===== src/rtl/addsub_serial_nb.sv =====
// addsub_serial_nb: digit-serial adder/subtractor.
// A WIDTH-bit operand pair is consumed DIGIT bits per clock, LSB digit first,
// over N = WIDTH/DIGIT cycles through one DIGIT-bit ripple slice.
// Optional macro ADDSUB_SAT_EN: saturate o_sum on signed overflow.
module addsub_serial_nb #(
  parameter int WIDTH = 16,
  parameter int DIGIT = 4
) (
  input  logic             i_clk,
  input  logic             i_rst,
  input  logic             i_start,
  input  logic             i_sub,
  input  logic             i_carry,
  input  logic [WIDTH-1:0] i_bit1,
  input  logic [WIDTH-1:0] i_bit2,
  output logic             o_busy,
  output logic             o_done,
  output logic [WIDTH-1:0] o_sum,
  output logic             o_carry,
  output logic             o_ovf
);

  localparam int N  = WIDTH / DIGIT;
  localparam int CW = (N > 1) ? $clog2(N) : 1;
  localparam logic [CW-1:0] LAST = CW'(N - 1);
`ifdef ADDSUB_SAT_EN
  localparam logic [WIDTH-1:0] SMIN = WIDTH'(1) << (WIDTH - 1);
  localparam logic [WIDTH-1:0] SMAX = ~SMIN;
`endif

  typedef enum logic {IDLE, RUN} state_t;

  state_t           state_q, state_d;
  logic [CW-1:0]    cnt_q, cnt_d;
  logic [WIDTH-1:0] a_q, a_d;     // A, shifted right one digit per step
  logic [WIDTH-1:0] b_q, b_d;     // B' (B or ~B), shifted likewise
  logic [WIDTH-1:0] res_q, res_d; // partial result, digits enter at the top
  logic             c_q, c_d;     // running carry between digits
  logic [WIDTH-1:0] sum_q, sum_d;
  logic             cout_q, cout_d;
  logic             ovf_q, ovf_d;
  logic             done_q, done_d;

  logic [DIGIT:0]   slice;
  logic             c_msb;
  logic             ovf_w;
  logic [WIDTH-1:0] res_next;

  // Ripple slice on the current low digit; carry into the slice MSB recovered
  // from the sum bit so overflow works for any DIGIT, including 1.
  always_comb begin
    slice    = {1'b0, a_q[DIGIT-1:0]} + {1'b0, b_q[DIGIT-1:0]} + {{DIGIT{1'b0}}, c_q};
    c_msb    = a_q[DIGIT-1] ^ b_q[DIGIT-1] ^ slice[DIGIT-1];
    ovf_w    = c_msb ^ slice[DIGIT];
    res_next = (res_q >> DIGIT) | (WIDTH'(slice[DIGIT-1:0]) << (WIDTH - DIGIT));
  end

  // Next-state, datapath and result registration.
  always_comb begin
    state_d = state_q;
    cnt_d   = cnt_q;
    a_d     = a_q;
    b_d     = b_q;
    res_d   = res_q;
    c_d     = c_q;
    sum_d   = sum_q;
    cout_d  = cout_q;
    ovf_d   = ovf_q;
    done_d  = 1'b0;
    case (state_q)
      IDLE: begin
        if (i_start) begin
          a_d     = i_bit1;
          b_d     = i_sub ? ~i_bit2 : i_bit2;
          c_d     = i_sub ^ i_carry;       // sub: borrow-in becomes ~carry-in
          res_d   = '0;
          cnt_d   = '0;
          state_d = RUN;
        end
      end
      RUN: begin
        a_d   = a_q >> DIGIT;
        b_d   = b_q >> DIGIT;
        c_d   = slice[DIGIT];
        res_d = res_next;
        cnt_d = cnt_q + CW'(1);
        if (cnt_q == LAST) begin
          sum_d   = res_next;
          cout_d  = slice[DIGIT];
          ovf_d   = ovf_w;
          done_d  = 1'b1;
          state_d = IDLE;
`ifdef ADDSUB_SAT_EN
          // On the last digit a_q[DIGIT-1] is the original A sign bit.
          if (ovf_w) sum_d = a_q[DIGIT-1] ? SMIN : SMAX;
`endif
        end
      end
      default: state_d = IDLE;
    endcase
  end

  // State and result registers; synchronous reset aborts any operation.
  always_ff @(posedge i_clk) begin
    if (i_rst) begin
      state_q <= IDLE;
      cnt_q   <= '0;
      a_q     <= '0;
      b_q     <= '0;
      res_q   <= '0;
      c_q     <= 1'b0;
      sum_q   <= '0;
      cout_q  <= 1'b0;
      ovf_q   <= 1'b0;
      done_q  <= 1'b0;
    end else begin
      state_q <= state_d;
      cnt_q   <= cnt_d;
      a_q     <= a_d;
      b_q     <= b_d;
      res_q   <= res_d;
      c_q     <= c_d;
      sum_q   <= sum_d;
      cout_q  <= cout_d;
      ovf_q   <= ovf_d;
      done_q  <= done_d;
    end
  end

  assign o_busy  = (state_q == RUN);
  assign o_done  = done_q;
  assign o_sum   = sum_q;
  assign o_carry = cout_q;
  assign o_ovf   = ovf_q;

endmodule


===== config.mk =====
export PLATFORM = sky130hd
export DESIGN_NAME = addsub_serial_nb
export DESIGN_NICKNAME = d
export VERILOG_FILES = /design/src/rtl/addsub_serial_nb.sv
export SDC_FILE = /design/constraint.sdc
export NUM_CORES = 1
export LEC_CHECK = 0
export CORE_MARGIN = 1.5
export CORE_UTILIZATION = 45
export CTS_BUF_LIST = sky130_fd_sc_hd__clkbuf_2
export DETAILED_ROUTE_END_ITERATION = 8
export PLACE_DENSITY = 0.71
export SLEW_MARGIN = 20
export SYNTH_ARGS = -nofsm -noshare
export SYNTH_HDL_FRONTEND = slang
export SYNTH_SLANG_ARGS = --single-unit

===== constraint.sdc =====
create_clock -name i_clk -period 2.8 [get_ports i_clk]
set_clock_uncertainty 0.15 [all_clocks]
set_input_delay 0.28 -clock i_clk [delete_from_list [all_inputs] [get_ports i_clk]]
set_output_delay 0.28 -clock i_clk [all_outputs]
set_load 0.01 [all_outputs]

After elaboration in Yosys (flattened, before gate mapping)
Index checks and enable logic that the tools add are counted.

Memories kept: 0. Input bits: 37. Bits in writable memories: 0. Flip-flop bits (word level): 71. Memory bits (read-only): 0. Word-level logic and storage cells: 39. Bits in latches: 0.

Add/sub/neg operators: 3. Multiplexer cells: 15. Divide/modulo/power cells: 0. Multiply operators: 0. $lt $le $gt $ge: 0. Reductions and logical operators: 2. Bitwise operators: 7. Eq/ne operators: 2. Shift operators: 0.

Operator list (count): $pmux 16 s2 (3); $mux 16 (4); $not 16->16 (1); $or 12x16->16 (1); $add 4x4->5 (1); $add 5x1->5 (1); $mux 1 (4); $pmux 1 s2 (2); $pmux 2 s2 (1); $xor 1x1->1 (4); $add 2x1->2 const B (1); $eq 2x2->1 const B (1); $mux 2 (1); $ne 2x2->1 const B (1); $reduce_and 2->1 (1); $reduce_or 2->1 (1); $not 1->1 (1).

Depth between registers and ports, before layout
Gate-level depths: netlist of the first run.

Word-level depth: 4. Depth in mapped cells: 6.

Worst setup path after synthesis of the first run
Ideal clock, no wire load.

Kind: register -> register. Start: register a_q[0]. End: register ovf_q (netlist: o_ovf). Arrival: 1.734 ns. Setup slack: 0.800 ns. Stages on the path, launching flop included: 7. Buffers on the path: 0. Cells stage by stage: dfxtp_1 -> fa_1 -> fa_1 -> a21o_1 -> a21oi_1 -> xnor2_1 -> o21ai_1.

Word-level cells in the longest chain between the ends: 4.

Ends and longest elaborated chain: from (decl) (RTL line 35) `logic [WIDTH-1:0] a_q, a_d;`; from (signal assigned) (RTL line 108) `a_q <= '0;`; from (signal assigned) (RTL line 119) `a_q <= a_d;`; $add 4x4->5 (*) (RTL line 52) `slice = {1'b0, a_q[DIGIT-1:0]} + {1'b0, b_q[DIGIT-1:0]} + {{DIGIT{1'b0}}, c_q};`; $add 5x1->5 (*) (RTL line 52); $xor 1x1->1 (RTL line 53) `c_msb = a_q[DIGIT-1] ^ b_q[DIGIT-1] ^ slice[DIGIT-1];`; $xor 1x1->1 (*) (RTL line 54) `ovf_w = c_msb ^ slice[DIGIT];`; to (signal assigned) (RTL line 125) `ovf_q <= ovf_d;`; to (decl) (RTL line 41) `logic ovf_q, ovf_d;`.

Mark *: on every way between the ends. The rest lies on a longest branch, timed or not. A chain may end at the register's enable or synchronous reset.

Worst setup path after layout of the first run
Start: register state_q (netlist: o_busy). End: output port o_busy.

RTL lines: from (decl) (RTL line 33) `state_t state_q, state_d;`; from (signal assigned) (RTL line 117) `state_q <= state_d;`; to (decl) (RTL line 16) `output logic o_busy,`.

No word-level cell between the ends.

==> impl_metrics.json, run 1 <==
{
  "hold_viol": 0,
  "drt_first_pass_iters": 4,
  "gr-usage-all-layers_pct": 16.8,
  "netSwitchingPower_uw": 472,
  "slowest_delay_ns": 0.79,
  "syn-mean-instance-area_um2": 9.32,
  "post_cts_buffers": 0,
  "max_freq_ghz": 0.425,
  "async_reset_ff_share_pct": 0,
  "syn_area_mm2": 0.00287,
  "synth_top_area_cell": "dfxtp_1",
  "tritoncts": "built",
  "synth_nets": 351,
  "die_h_um": 82.9,
  "cts_sinks": 67,
  "synth_area_leaders": "dfxtp_1, nor2_1, a21oi_1",
  "area_delta_synth_final_pct": 21.5,
  "ff2ff_setup_slack_ns": 0.64,
  "rsz0062_at_grt": "false",
  "finalSetupTns_ns": 0,
  "grt-ovfl-total": 0,
  "cp_cell_sequence": "clkdlybuf4s50_1",
  "io_buffers": 56,
  "p_comb_share_pct": 13.8,
  "antenna_found_initial": 0,
  "whs_ns": 0.172,
  "finalCritPeriodShare_pct": 84.0,
  "drt_iter0_drc": 84,
  "leakagePower_uw": 0.00137,
  "met3WireLength_um": 221,
  "drv_slew": 0,
  "synth_edf_count": 0,
  "setup_violations": 0,
  "cts_buffers": 9,
  "ys.flop_type": "dfxtp_1",
  "num_vias": 2206,
  "drtAntennaViolNets": 0,
  "reg2reg_depth": 6,
  "syn_inst": 308,
  "routedWlPerCell_um": 12.7,
  "grt_max_degree": 65,
  "htreeDepth": 3,
  "drc_errors": 0,
  "fin_area_mm2": 0.00349,
  "rows": 28,
  "die_x_um": 82.9,
  "clockPowerShare_pct": 28.8,
  "grt_pass1_vias": 2055,
  "ys_seq_elements": 67,
  "start_util_pct": 47.7,
  "cts_resized": 0,
  "grt_pass1_wl_um": 9490,
  "ir_drop_mv": 0.252,
  "cap_violations": 0,
  "holdPathStages": 4,
  "dpl_cell_area_mm2": 0.00340,
  "viasPerCell": 5.13,
  "cp_data_arrival_time_ns": 1.92,
  "diodes": 0,
  "cp_top_family": "flip-flops",
  "cp-end-kind": "output port",
  "cp.required_ns": 2.37,
  "dp_hpwl_um": 3720,
  "switching_share_pct": 26.3,
  "ctsHoldBuffers": 0,
  "cts.path.max_buffers": 2,
  "ioPinCount": 57,
  "powerDensity_mw_per_mm2": 513,
  "root_buffer": "clkbuf_2",
  "critPathLaunchType": "register",
  "hold_path_class": "in -> reg",
  "cp.depth": 1,
  "run_status": "complete, no violations",
  "design.die.area_mm2": 0.00687,
  "yosysTopAreaCellShare_pct": 46.7,
  "synthDistinctLibCells": 31,
  "insertion_delay_ns": 0.47,
  "path_class": "reg -> out",
  "post-route-min-period_ns": 2.35,
  "coreArea_mm2": 0.00603,
  "nets": 395,
  "slew_headroom_pct": 51.6,
  "yosys_warnings": 0,
  "n_fill_cell": 560,
  "globalplace.congestion": 0.748,
  "ys_seq_area_share_pct": 46.7,
  "crit_buf_inv": 1,
  "path_max_fanout": 40,
  "postRouteWirelength_um": 5460,
  "drt-met1-wl_um": 2670,
  "cts.clk_slew.worst_paths_ns": 0.17,
  "seq_power_share_pct": 57.4,
  "worst_path_max_delay_cell": "dfxtp_2",
  "layout-drive-gt1-share_pct": 6.76,
  "intPower_uw": 1320,
  "worstMarginPinSlew_ns": 0.727,
  "top_layer_used": "met4",
  "dr_wl_met2_um": 2470
}
cells in the mapped netlist (3+ instances only):
cell	count
nor3b_1	12
nor2_1	70
clkbuf_1	8
dfxtp_1	67
buf_6	3
ha_1	4
xnor2_1	20
buf_4	4
a211oi_1	16
a21oi_1	38
buf_2	11
a22o_1	15
mux2i_1	17
through the flow:
stage / power [uW] / utilization [%] / worst slack [ns] / instances
4_1_cts: 1800 / 57.9 / 0.406 / 430
3_5_place_dp: 1300 / 56.4 / 0.658 / 416
5_1_grt: 1880 / 57.9 / 0.308 / 430
3_3_place_gp: 1290 / 56.4 / 0.721 / 416
2_1_floorplan: 1220 / - / 0.800 / 308
6_report: 1790 / 57.9 / 0.448 / 430
final timing paths:
check / start / endpoint
max: o_busy / o_busy
min reg2reg: res_q[6] / o_sum[2]
max reg2reg: a_q[0] / c_q
min: i_start / b_q[15]
cells by family (layout without fill, tap and decap cells):
family | Yosys count | after routing | share of synthesized area, %
AND/OR/NAND/NOR | 90 | 90 | 13.9
AO/OA/AOI/OAI | 79 | 79 | 18.0
flip-flops | 67 | 67 | 46.7
buffers and inverters | 29 | 76 | 6.14
XOR/XNOR | 20 | 20 | 6.10
multiplexers | 17 | 17 | 5.93
adder cells (fa/ha/maj) | 6 | 6 | 3.14
power groups by stage:
stage | sequential [uW] | clock (uW) | combinational (uW)
floorplan | 1030 | 0 | 185
global placement | 1050 | 0 | 244
detailed placement | 1050 | 0 | 248
CTS | 1030 | 525 | 250
global route | 1040 | 569 | 279
finish | 1030 | 515 | 248
placed cells by master, fill, tap and decap left out, drive strengths merged, types with 3 or more instances in the layout:
master,count
a211oi,16
a21oi,40
a22o,15
buf,5
clkbuf,10
clkdlybuf4s50,55
clkinv,3
dfxtp,67
ha,4
mux2i,17
nor2,70
nor3b,12
xnor2,20
routing by layer:
metal,up-vias,track usage [%]
li1,1155,-
met1,975,22.8
met2,65,26.0
met3,11,3.08
met4,0,7.27
met5,-,0
registers in the layout, indices dropped and copies added, names as in the netlist:
signal	count
res_q	12
c_q	1
o_done	1
o_busy	1
cnt_q	2
a_q	16
o_sum	16
o_ovf	1
b_q	16
o_carry	1
final cells by class:
class | count | area, um2 | share of cell area (%)
Clock buffer | 10 | 50.0 | 1.43
Clock inverter | 4 | 43.8 | 1.25
Inverter | 2 | 7.51 | 0.215
Multi-Input combinational cell | 212 | 1350 | 38.8
Sequential cell | 67 | 1340 | 38.5
Tap cell | 75 | 93.8 | 2.69
Timing Repair Buffer | 60 | 598 | 17.1
(Power assumes the default switching activity.)
==> run 2, diff against run 1 <==
Settings changed: PLACE_DENSITY 0.71 to 0.74.
Clock period 2.8 ns to 2 ns, I/O delays scaled along.
==> run 2 against run 1 <==
Clock power is 16% higher. Critical path depth is 5 higher. Largest cell class unchanged. Critical path type is now reg -> reg. Final cell count is 2.1% higher. Critical endpoint is now o_ovf. Power is 34% higher. Combinational power is 52% higher. Clock-buffer cell count is 1 higher. Hold slack worse by 0.074 ns. Highest routed layer unchanged. Worst setup slack worse by 0.42 ns. First-iteration DRC count is 8.3% lower.
==> impl_metrics.json, run 2 (synthesized netlist as in run 1, its figures left out) <==
{
  "run_status": "complete, no violations",
  "setup_violations": 0,
  "intPower_uw": 1740,
  "min_from": "i_start",
  "nets": 402,
  "grt_pass1_wl_um": 9480,
  "netSwitchingPower_uw": 659,
  "critPathLaunchType": "register",
  "rows": 28,
  "ioPinCount": 57,
  "worstMarginPinSlew_ns": 0.352,
  "root_buffer": "clkbuf_2",
  "antenna_found_initial": 0,
  "hold_end": "b_q[12]",
  "grt_max_degree": 65,
  "cp_data_arrival_time_ns": 2.21,
  "tritoncts": "built",
  "drc_errors": 0,
  "path_max_fanout": 3,
  "powerDensity_mw_per_mm2": 676,
  "post-route-min-period_ns": 1.98,
  "reg2reg_depth": 6,
  "drt-met1-wl_um": 2720,
  "finalCritPeriodShare_pct": 98.8,
  "cts.clk_slew.worst_paths_ns": 0.17,
  "reg2reg_to": "o_ovf",
  "drtAntennaViolNets": 0,
  "htreeDepth": 3,
  "whs_ns": 0.0977,
  "routedWlPerCell_um": 12.5,
  "dr_wl_met2_um": 2470,
  "slew_headroom_pct": 76.5,
  "ctsHoldBuffers": 0,
  "hold_path_class": "in -> reg",
  "leakagePower_uw": 0.00140,
  "finalPower_uw": 2400,
  "layout-drive-gt1-share_pct": 9.89,
  "globalplace.congestion": 0.748,
  "final_common_cell": "nor2_1",
  "cts_buffers": 9,
  "cts.path.max_buffers": 2,
  "grt-ovfl-total": 0,
  "gr-usage-all-layers_pct": 16.8,
  "area_delta_synth_final_pct": 23.8,
  "clockPowerShare_pct": 24.9,
  "cp-end-kind": "register",
  "met3WireLength_um": 220,
  "max_freq_ghz": 0.506,
  "switching_share_pct": 27.4,
  "r2r-start": "c_q",
  "drt_first_pass_iters": 4,
  "diodes": 0,
  "rsz0062_at_grt": "true",
  "grt_pass1_vias": 2113,
  "design.die.area_mm2": 0.00687,
  "num_vias": 2253,
  "fin_cells": 439,
  "io_buffers": 56,
  "final_cell_mix": "nor2_1, dfxtp_1, clkdlybuf4s50_1, a21oi_1, xnor2_1",
  "cts_sinks": 67,
  "post-place-cells": 423,
  "post_cts_buffers": 0,
  "insertion_delay_ns": 0.47,
  "p_comb_share_pct": 15.7,
  "path_class": "reg -> reg",
  "ir_drop_mv": 0.458,
  "postRouteWirelength_um": 5500,
  "hold_viol": 0,
  "dp_hpwl_um": 3750,
  "viasPerCell": 5.13,
  "coreArea_mm2": 0.00603,
  "ff2ff_setup_slack_ns": 0.02,
  "seq_power_share_pct": 59.5,
  "holdPathStages": 4,
  "die_x_um": 82.9,
  "cap_violations": 0,
  "die_h_um": 82.9,
  "drt_iter0_drc": 77,
  "top_layer_used": "met4",
  "start_util_pct": 47.7,
  "cp.required_ns": 2.23,
  "drv_slew": 0
}
## run 2: cell count changes in the layout (fill, tap and decap cells not counted), sizes merged
cell,before,now
bufinv,1,0
clkbuf,10,11
clkinv,3,5
buf,5,12
## run 2: area by class of cell
class | count | area (um2)
clock buffers | 11 | 55.1
well taps | 75 | 93.8
clock inverters | 5 | 20.0
flip-flops and latches | 67 | 1350
multi-input cells | 212 | 1370
repair buffers | 67 | 663
inverters | 2 | 7.51
fillers | 557 | 2470
## run 2: worst max-delay path by stage
stage,startpoint,to,slack (ns),cells past startpoint
2_1_floorplan,a_q[0],o_ovf,0.0003,6
6_report,c_q,o_ovf,0.02,6
3_3_place_gp,a_q[0],o_ovf,-0.05,6
4_1_cts,a_q[0],o_ovf,0.04,6
3_5_place_dp,a_q[0],o_ovf,-0.13,6
5_1_grt,c_q,o_ovf,-0.04,6
## run 2: metal layers
metal / vias to the layer above / global-route usage (%)
li1: 1170 / -
met5: - / 0
met1: 1015 / 21.6
met4: 0 / 8.18
met2: 59 / 26.8
met3: 9 / 3.48
## run 2: critical path, cell delays in order, from the launching register on
cell and delay [ns]:
dfxtp_2 0.37, fa_2 0.41, fa_2 0.35, a21o_1 0.21, a21oi_2 0.20, xnor2_1 0.14, o21ai_1 0.07
## run 2: timing repair
item | in CTS | in global routing
endpoints found under the setup margin | 5 | 3
cloned | 0 | 0
endpoints found under the hold margin | 0 | 0
pin swaps | 1 | 2
resized for setup | 4 | 2
## run 2: through the flow
stage | util, % | cell area (um2) | setup slack (ns) | setup TNS [ns]
final | 59.0 | 3550 | 0.0233 | 0
after detailed placement | 57.4 | 3460 | -0.128 | -0.357
after global routing | 59.0 | 3550 | -0.0372 | -0.0448
after global placement | 57.4 | 3460 | -0.0532 | -0.0938
after CTS | 58.8 | 3550 | 0.0438 | 0
after floorplan | - | 2870 | 0.000311 | 0
## run 2: power groups by stage
| stage | Sequential (uW) | Clock (uW) | Combinational, uW |
|---|---|---|---|
| 6_report | 1430 | 598 | 376 |
| 4_1_cts | 1430 | 621 | 374 |
| 5_1_grt | 1440 | 681 | 422 |
| 2_1_floorplan | 1440 | 0 | 258 |
| 3_3_place_gp | 1450 | 0 | 364 |
| 3_5_place_dp | 1460 | 0 | 370 |
